### src/rtl/alu_ctrl_pkg.sv
// Shared ALU control constants and sequencer state codes.
// Used by the multiplier sequencer and its bus interface.
package alu_ctrl_pkg;

  localparam int WIDTH      = 16;
  localparam int ITERATIONS = WIDTH;

  localparam logic [2:0] ALU_OP_AND = 3'b000;
  localparam logic [2:0] ALU_OP_OR  = 3'b001;
  localparam logic [2:0] ALU_OP_ADD = 3'b010;

  typedef logic [1:0] state_t;

  localparam state_t IDLE = 2'd0;
  localparam state_t RUN  = 2'd1;
  localparam state_t DONE = 2'd2;

  localparam logic [4:0] CNT_LAST = 5'(ITERATIONS - 1);

endpackage

### src/rtl/alu_mul_sequencer_if.sv
// Control-unit handshake bundle for the multiplier sequencer.
// The master is the CPU control unit; the slave is the sequencer.
interface alu_mul_sequencer_if;
  import alu_ctrl_pkg::*;

  logic                 Start;
  logic [WIDTH-1:0]     OpA;
  logic [WIDTH-1:0]     OpB;
  logic                 Busy;
  logic                 Done;
  logic [2*WIDTH-1:0]   Product;

  modport master (
    output Start, OpA, OpB,
    input  Busy, Done, Product
  );

  modport slave (
    input  Start, OpA, OpB,
    output Busy, Done, Product
  );

endinterface

### src/rtl/alu_mul_sequencer.sv
// Shift-add 16x16 multiplier time-sharing the external ALU.
// Define MUL_SIGNED_EN for radix-2 Booth (two's complement).
module alu_mul_sequencer
  import alu_ctrl_pkg::*;
(
  input  logic                  Clock,
  input  logic                  Reset,
  alu_mul_sequencer_if.slave    bus,
  output logic [WIDTH-1:0]      AluA,
  output logic [WIDTH-1:0]      AluB,
  output logic [2:0]            AluOp,
  output logic                  AluBNegate,
  input  logic [WIDTH-1:0]      AluResult,
  input  logic                  AluCarryOut,
  input  logic                  AluOverflow
);

  state_t             state;
  logic [WIDTH-1:0]   mcand;
  logic [WIDTH-1:0]   hi;
  logic [WIDTH-1:0]   lo;
  logic [4:0]         cnt;
  logic               busy;
  logic               done;
  logic [2*WIDTH-1:0] product;
  logic               new_msb;

`ifdef MUL_SIGNED_EN
  logic               qm1;

  // Sign of the true 17-bit sum, recovered from overflow.
  assign new_msb = AluResult[WIDTH-1] ^ AluOverflow;
`else
  logic               unused_ovf;

  assign unused_ovf = AluOverflow;
  // Unsigned carry becomes the new top bit of Hi.
  assign new_msb    = AluCarryOut;
`endif

  assign bus.Busy    = busy;
  assign bus.Done    = done;
  assign bus.Product = product;

  // ALU is driven only while running; idle values otherwise.
  always_comb begin
    AluA       = '0;
    AluB       = '0;
    AluOp      = ALU_OP_ADD;
    AluBNegate = 1'b0;
    if (state == RUN) begin
      AluA = hi;
`ifdef MUL_SIGNED_EN
      unique case ({lo[0], qm1})
        2'b01: AluB = mcand;
        2'b10: begin
          AluB       = mcand;
          AluBNegate = 1'b1;
        end
        default: AluB = '0;
      endcase
`else
      AluB = lo[0] ? mcand : '0;
`endif
    end
  end

  // Control FSM plus partial-product register file.
  always_ff @(posedge Clock) begin
    if (Reset) begin
      state   <= IDLE;
      mcand   <= '0;
      hi      <= '0;
      lo      <= '0;
      cnt     <= '0;
      busy    <= 1'b0;
      done    <= 1'b0;
      product <= '0;
`ifdef MUL_SIGNED_EN
      qm1     <= 1'b0;
`endif
    end else begin
      unique case (state)
        IDLE: begin
          done <= 1'b0;
          if (done) begin
            busy <= 1'b0;
          end else if (bus.Start) begin
            mcand <= bus.OpA;
            hi    <= '0;
            lo    <= bus.OpB;
            cnt   <= '0;
            busy  <= 1'b1;
            state <= RUN;
`ifdef MUL_SIGNED_EN
            qm1   <= 1'b0;
`endif
          end
        end
        RUN: begin
          hi  <= {new_msb, AluResult[WIDTH-1:1]};
          lo  <= {AluResult[0], lo[WIDTH-1:1]};
          cnt <= cnt + 5'd1;
`ifdef MUL_SIGNED_EN
          qm1 <= lo[0];
`endif
          if (cnt == CNT_LAST) begin
            state <= DONE;
          end
        end
        DONE: begin
          product <= {hi, lo};
          done    <= 1'b1;
          state   <= IDLE;
        end
        default: state <= IDLE;
      endcase
    end
  end

endmodule

### src/flat_wrapper.sv
// flat-port wrapper written by rule: the top's interface ports become plain ports
module alu_mul_sequencer_flat import alu_ctrl_pkg::*;
  (Clock, Reset, AluA, AluB, AluOp, AluBNegate, AluResult, AluCarryOut, AluOverflow, bus_Start, bus_OpA, bus_OpB, bus_Busy, bus_Done, bus_Product);
  alu_mul_sequencer_if bus_i ();
  input  logic Clock;
  input  logic Reset;
  output logic [WIDTH-1:0] AluA;
  output logic [WIDTH-1:0] AluB;
  output logic [2:0] AluOp;
  output logic AluBNegate;
  input  logic [WIDTH-1:0] AluResult;
  input  logic AluCarryOut;
  input  logic AluOverflow;
  input wire logic [$bits(bus_i.Start)-1:0] bus_Start;
  input wire logic [$bits(bus_i.OpA)-1:0] bus_OpA;
  input wire logic [$bits(bus_i.OpB)-1:0] bus_OpB;
  output wire logic [$bits(bus_i.Busy)-1:0] bus_Busy;
  output wire logic [$bits(bus_i.Done)-1:0] bus_Done;
  output wire logic [$bits(bus_i.Product)-1:0] bus_Product;
  assign bus_i.Start = bus_Start;
  assign bus_i.OpA = bus_OpA;
  assign bus_i.OpB = bus_OpB;
  assign bus_Busy = bus_i.Busy;
  assign bus_Done = bus_i.Done;
  assign bus_Product = bus_i.Product;
  alu_mul_sequencer u_core (.Clock(Clock), .Reset(Reset), .bus(bus_i), .AluA(AluA), .AluB(AluB), .AluOp(AluOp), .AluBNegate(AluBNegate), .AluResult(AluResult), .AluCarryOut(AluCarryOut), .AluOverflow(AluOverflow));
endmodule
### config.mk
export PLATFORM = sky130hd
export DESIGN_NAME = alu_mul_sequencer_flat
export DESIGN_NICKNAME = d
export VERILOG_FILES = /design/src/rtl/alu_ctrl_pkg.sv /design/src/rtl/alu_mul_sequencer_if.sv /design/src/rtl/alu_mul_sequencer.sv /design/src/flat_wrapper.sv
export SDC_FILE = /design/constraint.sdc
export NUM_CORES = 1
export LEC_CHECK = 0
export CORE_UTILIZATION = 34
export CTS_BUF_LIST = sky130_fd_sc_hd__clkbuf_8
export DETAILED_ROUTE_END_ITERATION = 10
export GPL_ROUTABILITY_DRIVEN = 0
export MAX_ROUTING_LAYER = met4
export PLACE_DENSITY_LB_ADDON = 0.2
export REMOVE_ABC_BUFFERS = 1
export SYNTH_ARGS = -nofsm -noshare
export SYNTH_HDL_FRONTEND = slang
export SYNTH_SLANG_ARGS = --single-unit
### constraint.sdc
create_clock -name Clock -period 4.1 [get_ports Clock]
set_clock_uncertainty 0.1 [all_clocks]
set_input_delay 0.615 -clock Clock [delete_from_list [all_inputs] [get_ports Clock]]
set_output_delay 0.615 -clock Clock [all_outputs]
set_load 0.02 [all_outputs]
==> out/qor.yml, run 1 <==
clock_sinks: 89
clockBufferDepth: 2
core_um2: 10300
first_iter_violations: 80
insertion_delay_ps: 350
largest_net_degree_at_the_start_of_global_routing: 45
std_cell_rows: 37
die_height_um: 105
post-cts-setup-buffer-count: 0
endpoint_kind: "output port"
synth.area.top_cells: "dfxtp_1, nand2_1, a21oi_1"
layout_worst_path_cycle_share: 0.771
post-route-cell-area_um2: 4980
place.detailed.instances: 627
final-instance-count-excl-fill: 642
ys.warnings.count: 0
antenna_cells: 0
root_buffer: "clkbuf_8"
port_buffers: 117
tightestPinTransition_ps: 968
worst_ep_arrival_time_ps: 2450
nets: 557
synth-seq-area-share: 0.493
numCtsBuffers: 9
quantity_of_hold_fixing_buffers_added_after_cts: 0
path_class: "reg2out"
clkSlewWorstSetupHoldPaths_ps: 90
syn-cell-area_um2: 3610
cts_tree: "yes"
drt_wl_cell_um: 13.7
maxSlewHeadroom: 0.355
critical_path.slowest_cell: "nor2b_4"
final_max_slew_viol_count: 0
antenna_violating_nets_post_route: 0
rrSetupSlack_ps: 1780
final_hold_viol_count: 0
detailedRoute.firstPassIterationCount: 4
synth_largest_type_area_fraction: 0.493
worst_ep_required_time_ps: 3380
grt_antenna_before_repair: 0
grt_setup_unrepaired: "false"
route.final.wire_length_um: 8800
fin_worst_hold_slack_ps: 353
design.die.area_um2: 11000
htree_num_levels: 3
synthCells: 403
ys_ff_latch: 89
dp_hpwl_um: 5740
die_width_um: 105
setup_viol: 0
p_total_mw: 1.72
ctsResizeCount: 0
wire_length_of_the_first_global_routing_pass_um: 14700
timing.fmax_ghz: 0.316
grt_remaining_overflow: 0
grt_usage: 0.171
first_global_vias: 3039
routed_via_density: 4.76
status: "finished, final reports clean"
synthDistinctLibCells: 32
drc: 0
post_route_cells_drive_above_1_share: 0.0692
io_pins: 123
post-route-min-period_ps: 3160
timing.max_cap.violations: 0
holdCritPathClass: "reg2reg"
crit_path_max_fanout: 35
tns_ps: 0
power_per_cell_area_nw_per_um2: 345
synthToLayoutAreaGrowth_pct: 37.9
syn_area_per_cell_um2: 8.97
synth_area_leader_cell: "dfxtp_1"
power.ir.vdd_worst_uv: 143
cp_slowest_stage_delay_ps: 700
placed_area_um2: 4790
leakagePower_nw: 1.82
total_number_of_vias: 3055
initial_core_util: 0.350
timing.critical_path.from_type: "flop"
crit_path_cell_trace: "nor2b_4, and3_1, clkdlybuf4s50_1"
-- cell type report --
| type | instances | area [um2] |
|---|---|---|
| inverters | 3 | 11.3 |
| fillers | 1000 | 5340 |
| clock buffers | 9 | 124 |
| flip-flops and latches | 89 | 1780 |
| clock inverters | 6 | 68.8 |
| repair buffers | 124 | 1220 |
| well taps | 136 | 170 |
| multi-input cells | 275 | 1610 |
-- placed cells by master, fill, tap and decap left out, types with 7 or more instances in the layout --
cell type,instances
buf_4,7
and2_1,17
a211oi_1,14
a21oi_1,51
and3_1,17
clkbuf_8,9
nand2_1,97
dfxtp_1,89
nor3_1,16
a22o_1,19
clkdlybuf4s50_1,116
mux2i_1,16
-- metrics by stage --
stage	util	setup slack, ps
2_1_floorplan	-	-90.2
3_3_place_gp	0.464	1320
3_5_place_dp	0.464	1330
4_1_cts	0.483	921
5_1_grt	0.483	798
6_report	0.483	938
-- synthesized netlist by cell type --
| library cell | number |
|---|---|
| nand2_1 | 97 |
| dfxtp_1 | 89 |
| a21oi_1 | 51 |
| a22o_1 | 19 |
| and2_1 | 17 |
| and3_1 | 17 |
| nor3_1 | 17 |
| mux2i_1 | 16 |
| a211oi_1 | 14 |
| clkbuf_1 | 13 |
| buf_2 | 11 |
| buf_4 | 5 |
| a211oi_2 | 4 |
| buf_6 | 4 |
| nand2b_1 | 4 |
| inv_1 | 3 |
| a21oi_2 | 2 |
| clkbuf_2 | 2 |
| conb_1 | 2 |
| ha_1 | 2 |
| nor2_1 | 2 |
| nor2b_1 | 2 |
| a311oi_1 | 1 |
| buf_1 | 1 |
| buf_12 | 1 |
| buf_8 | 1 |
| nand3_1 | 1 |
| nor3_4 | 1 |
| nor3b_4 | 1 |
| nor4b_4 | 1 |
| or4b_1 | 1 |
| xnor2_1 | 1 |
-- critical path, delay by kind of cell (launching register included) --
kind	cells	cell delay, ps
flip-flops	1	510
AND/OR/NAND/NOR	2	970
buffers and inverters	1	610
-- worst paths after layout --
kind / start / endpoint / cells after the start
min reg2reg: u_core.mcand[1]$_SDFFE_PP0P_ / u_core.mcand[1]$_SDFFE_PP0P_ / 2
min: u_core.mcand[1]$_SDFFE_PP0P_ / u_core.mcand[1]$_SDFFE_PP0P_ / 2
max: u_core.state[0]$_SDFFE_PP0P_ / AluB[6] / 3
max reg2reg: u_core.state[0]$_SDFFE_PP0P_ / u_core.hi[2]$_SDFFE_PP0P_ / 4
-- layer usage --
| layer | track usage | share of wire | vias to the layer above | wire (um) |
|---|---|---|---|---|
| met4 | 0.0654 | 0.014 | 0 | 126 |
| met3 | 0.0281 | 0.035 | 9 | 312 |
| met2 | 0.292 | 0.49 | 59 | 4340 |
| met5 | - | 0 | - | 0 |
| met1 | 0.201 | 0.46 | 1428 | 4020 |
| li1 | - | - | 1559 | - |
-- power breakdown --
| group | internal (mW) | switching, mW |
|---|---|---|
| Clock | 0.280 | 0.316 |
| Combinational | 0.0990 | 0.0978 |
| Sequential | 0.899 | 0.0270 |
| Total | 1.28 | 0.441 |
-- registers in the layout, indices dropped and copies added (netlist names) --
name and cells:
u_core.bus.Product 32, u_core.hi 16, u_core.lo 16, u_core.mcand 16, u_core.cnt 5, u_core.state 2
u_core.bus.Busy 1, u_core.bus.Done 1
-- cells by family after synthesis --
family | Yosys count | synth area share
simple gates | 161 | 0.216
compound gates | 91 | 0.167
flops | 89 | 0.493
buf+inv | 41 | 0.0682
mux | 16 | 0.0443
fa+ha+maj | 2 | 0.00692
other cells | 2 | 0.00208
xor+xnor | 1 | 0.00242
Note: power is estimated with default switching activity, not from simulation.
==> run 2, diff against run 1 <==
- clock period: 4.1 -> 3.3 ns (I/O delays scaled with it)
==> run 2 against run 1 <==
Clock power rose by 20%. Sequential power up 24%. Flip-flop and latch count unchanged. Setup slack worse by 600 ps. Total power rose by 23%. First-iteration DRC count increased by 39%. Routed wire length grew 2.2%. Via count is 0.88% higher. Largest cell class unchanged. Critical path type unchanged. Utilization is 0.23 points higher. Highest routed layer unchanged. Count of clock-buffer cells in the layout is 1 higher.
==> out/qor.yml, run 2 (same netlist as run 1, synthesis figures left out) <==
worst_ep_required_time_ps: 2700  # -680 ps
leakagePower_nw: 1.85  # +1.9%
numCtsBuffers: 9  # unchanged
switching_share: 0.268  # +0.0118
drc: 0  # unchanged
setup.worst_path.end: "AluA[15]"
first_iter_violations: 111  # +39%
worst_setup_path_startpoint: "u_core.state[0]$_SDFFE_PP0P_"
intPower_mw: 1.55  # +21%
p_total_mw: 2.12  # +23%
timing.fmax_ghz: 0.338
grt_usage: 0.173  # +0.00242
clock_sinks: 89  # unchanged
largest_register_ff_count: 32  # unchanged
synthToLayoutAreaGrowth_pct: 38.5
multiInputGateArea_um2: 1610  # unchanged
layout_worst_path_cycle_share: 0.897
final-instance-count-excl-fill: 647  # +0.78%
grt_setup_unrepaired: "false"
core_um2: 10300  # unchanged
std_cell_rows: 37  # unchanged
status: "finished, final reports clean"
rrSetupSlack_ps: 1220  # -560 ps
nets: 561  # +0.72%
quantity_of_hold_fixing_buffers_added_after_cts: 0  # unchanged
io_pins: 123  # unchanged
worstRegToRegCells: 4  # unchanged
drt_wl_cell_um: 13.9  # +1.4%
grt_antenna_before_repair: 0  # unchanged
crit_path_max_fanout: 19  # -46%
tns_ps: 0  # unchanged
ctsResizeCount: 0  # unchanged
layout.cells.most_common: "clkdlybuf4s50_1"
dp_hpwl_um: 5930  # +3.3%
die_width_um: 105  # unchanged
worst_ep_arrival_time_ps: 2370  # -80 ps
die_height_um: 105  # unchanged
insertion_delay_ps: 360  # about the same
total_number_of_vias: 3082  # +0.88%
root_buffer: "clkbuf_8"
routed_via_density: 4.76  # +0.10%
area.sequential_um2: 1780  # unchanged
share_of_total_power_in_sequential_cells: 0.544  # +0.005
cts_tree: "yes"
timing.critical_path.from_type: "flop"
detailedRoute.firstPassIterationCount: 4  # unchanged
clkSlewWorstSetupHoldPaths_ps: 90  # about the same
port_buffers: 117  # unchanged
power.ir.vdd_worst_uv: 230  # +61%
grt_remaining_overflow: 0  # unchanged
post_route_cells_drive_above_1_share: 0.0783  # +0.00911
antenna_cells: 0  # unchanged
post-cts-setup-buffer-count: 0  # unchanged
critical_path.reg2reg.startpoint: "u_core.state[0]$_SDFFE_PP0P_"
final_hold_viol_count: 0  # unchanged
commonest_non_fill_non_tap_cells_in_the_layout: "clkdlybuf4s50_1, nand2_1, dfxtp_1"
wire_length_of_the_first_global_routing_pass_um: 14700  # +0.47%
htree_num_levels: 3  # unchanged
initial_core_util: 0.350  # unchanged
clockBufferDepth: 2  # unchanged
r2r_end: "u_core.lo[15]$_SDFFE_PP0P_"
first_global_vias: 3043  # +0.13%
final_max_slew_viol_count: 0  # unchanged
timing.max_cap.violations: 0  # unchanged
holdCritPathClass: "reg2reg"
place.detailed.instances: 631  # +0.64%
fin_worst_hold_slack_ps: 354  # +1.82 ps
total_switching_power_uw: 568  # +29%
fillCellCount: 985  # -1.5%
p_clk_frac: 0.338  # -0.009
power_per_cell_area_nw_per_um2: 423  # +23%
timing.hold.worst.start: "u_core.mcand[0]$_SDFFE_PP0P_"
maxSlewHeadroom: 0.441  # +0.0865
route.final.wire_length_um: 8990  # +2.2%
path_class: "reg2out"
post-route-min-period_ps: 2960
setup_viol: 0  # unchanged
tightestPinTransition_ps: 835  # -133 ps
largest_net_degree_at_the_start_of_global_routing: 34  # -24%
design.die.area_um2: 11000  # unchanged
endpoint_kind: "output port"
antenna_violating_nets_post_route: 0  # unchanged
power_frac_comb: 0.118  # +0.004
run 2: worst min path at each step:
stage	endpoint	slack [ps]	cells past startpoint
floorplan	u_core.mcand[0]$_SDFFE_PP0P_	330	2
global placement	u_core.mcand[10]$_SDFFE_PP0P_	340	2
detailed placement	u_core.mcand[0]$_SDFFE_PP0P_	340	2
CTS	u_core.mcand[0]$_SDFFE_PP0P_	360	2
global route	u_core.bus.Product[3]$_SDFFE_PP0P_	380	2
finish	u_core.mcand[0]$_SDFFE_PP0P_	350	2
run 2: per-stage QoR:
stage	setup WS, ps	cell area (um2)	utilization
after floorplan	-770	3390	-
after global placement	765	4820	0.467
after detailed placement	717	4820	0.467
after CTS	311	5010	0.485
after global routing	205	5010	0.485
final	338	5010	0.485
run 2: power groups by stage:
stage          sequential, mW  combinational, mW  clock, mW
3_5_place_dp             1.18              0.252          0
2_1_floorplan            1.17              0.125          0
3_3_place_gp             1.17              0.248          0
4_1_cts                  1.15              0.252      0.741
6_report                 1.15              0.250      0.716
5_1_grt                  1.16              0.271      0.784
run 2: metal layers:
layer | vias to the layer above | GRT usage | part of all wire
met5 | - | - | 0
met4 | 0 | 0.0443 | 0.0063
met3 | 6 | 0.0468 | 0.045
met2 | 70 | 0.305 | 0.52
met1 | 1439 | 0.194 | 0.43
li1 | 1567 | - | -
run 2: area by class of cell:
type	count	area share
flip-flops and latches	89	0.356
well taps	136	0.0340
repair buffers	128	0.249
clock inverters	6	0.00975
clock buffers	10	0.0275
inverters	3	0.00225
multi-input cells	275	0.321
run 2: critical path, cell delays in order, from the launching register on:
cell and delay [ps]:
dfxtp_1 510, nor2b_4 480, buf_4 260, and2_1 140
clkdlybuf4s50_1 620
==> run 3, diff against run 2 <==
- SKIP_CTS_REPAIR_TIMING: unset -> 1
==> results of run 3 <==
Final layout, timing and power as in run 2 (identical DEF).
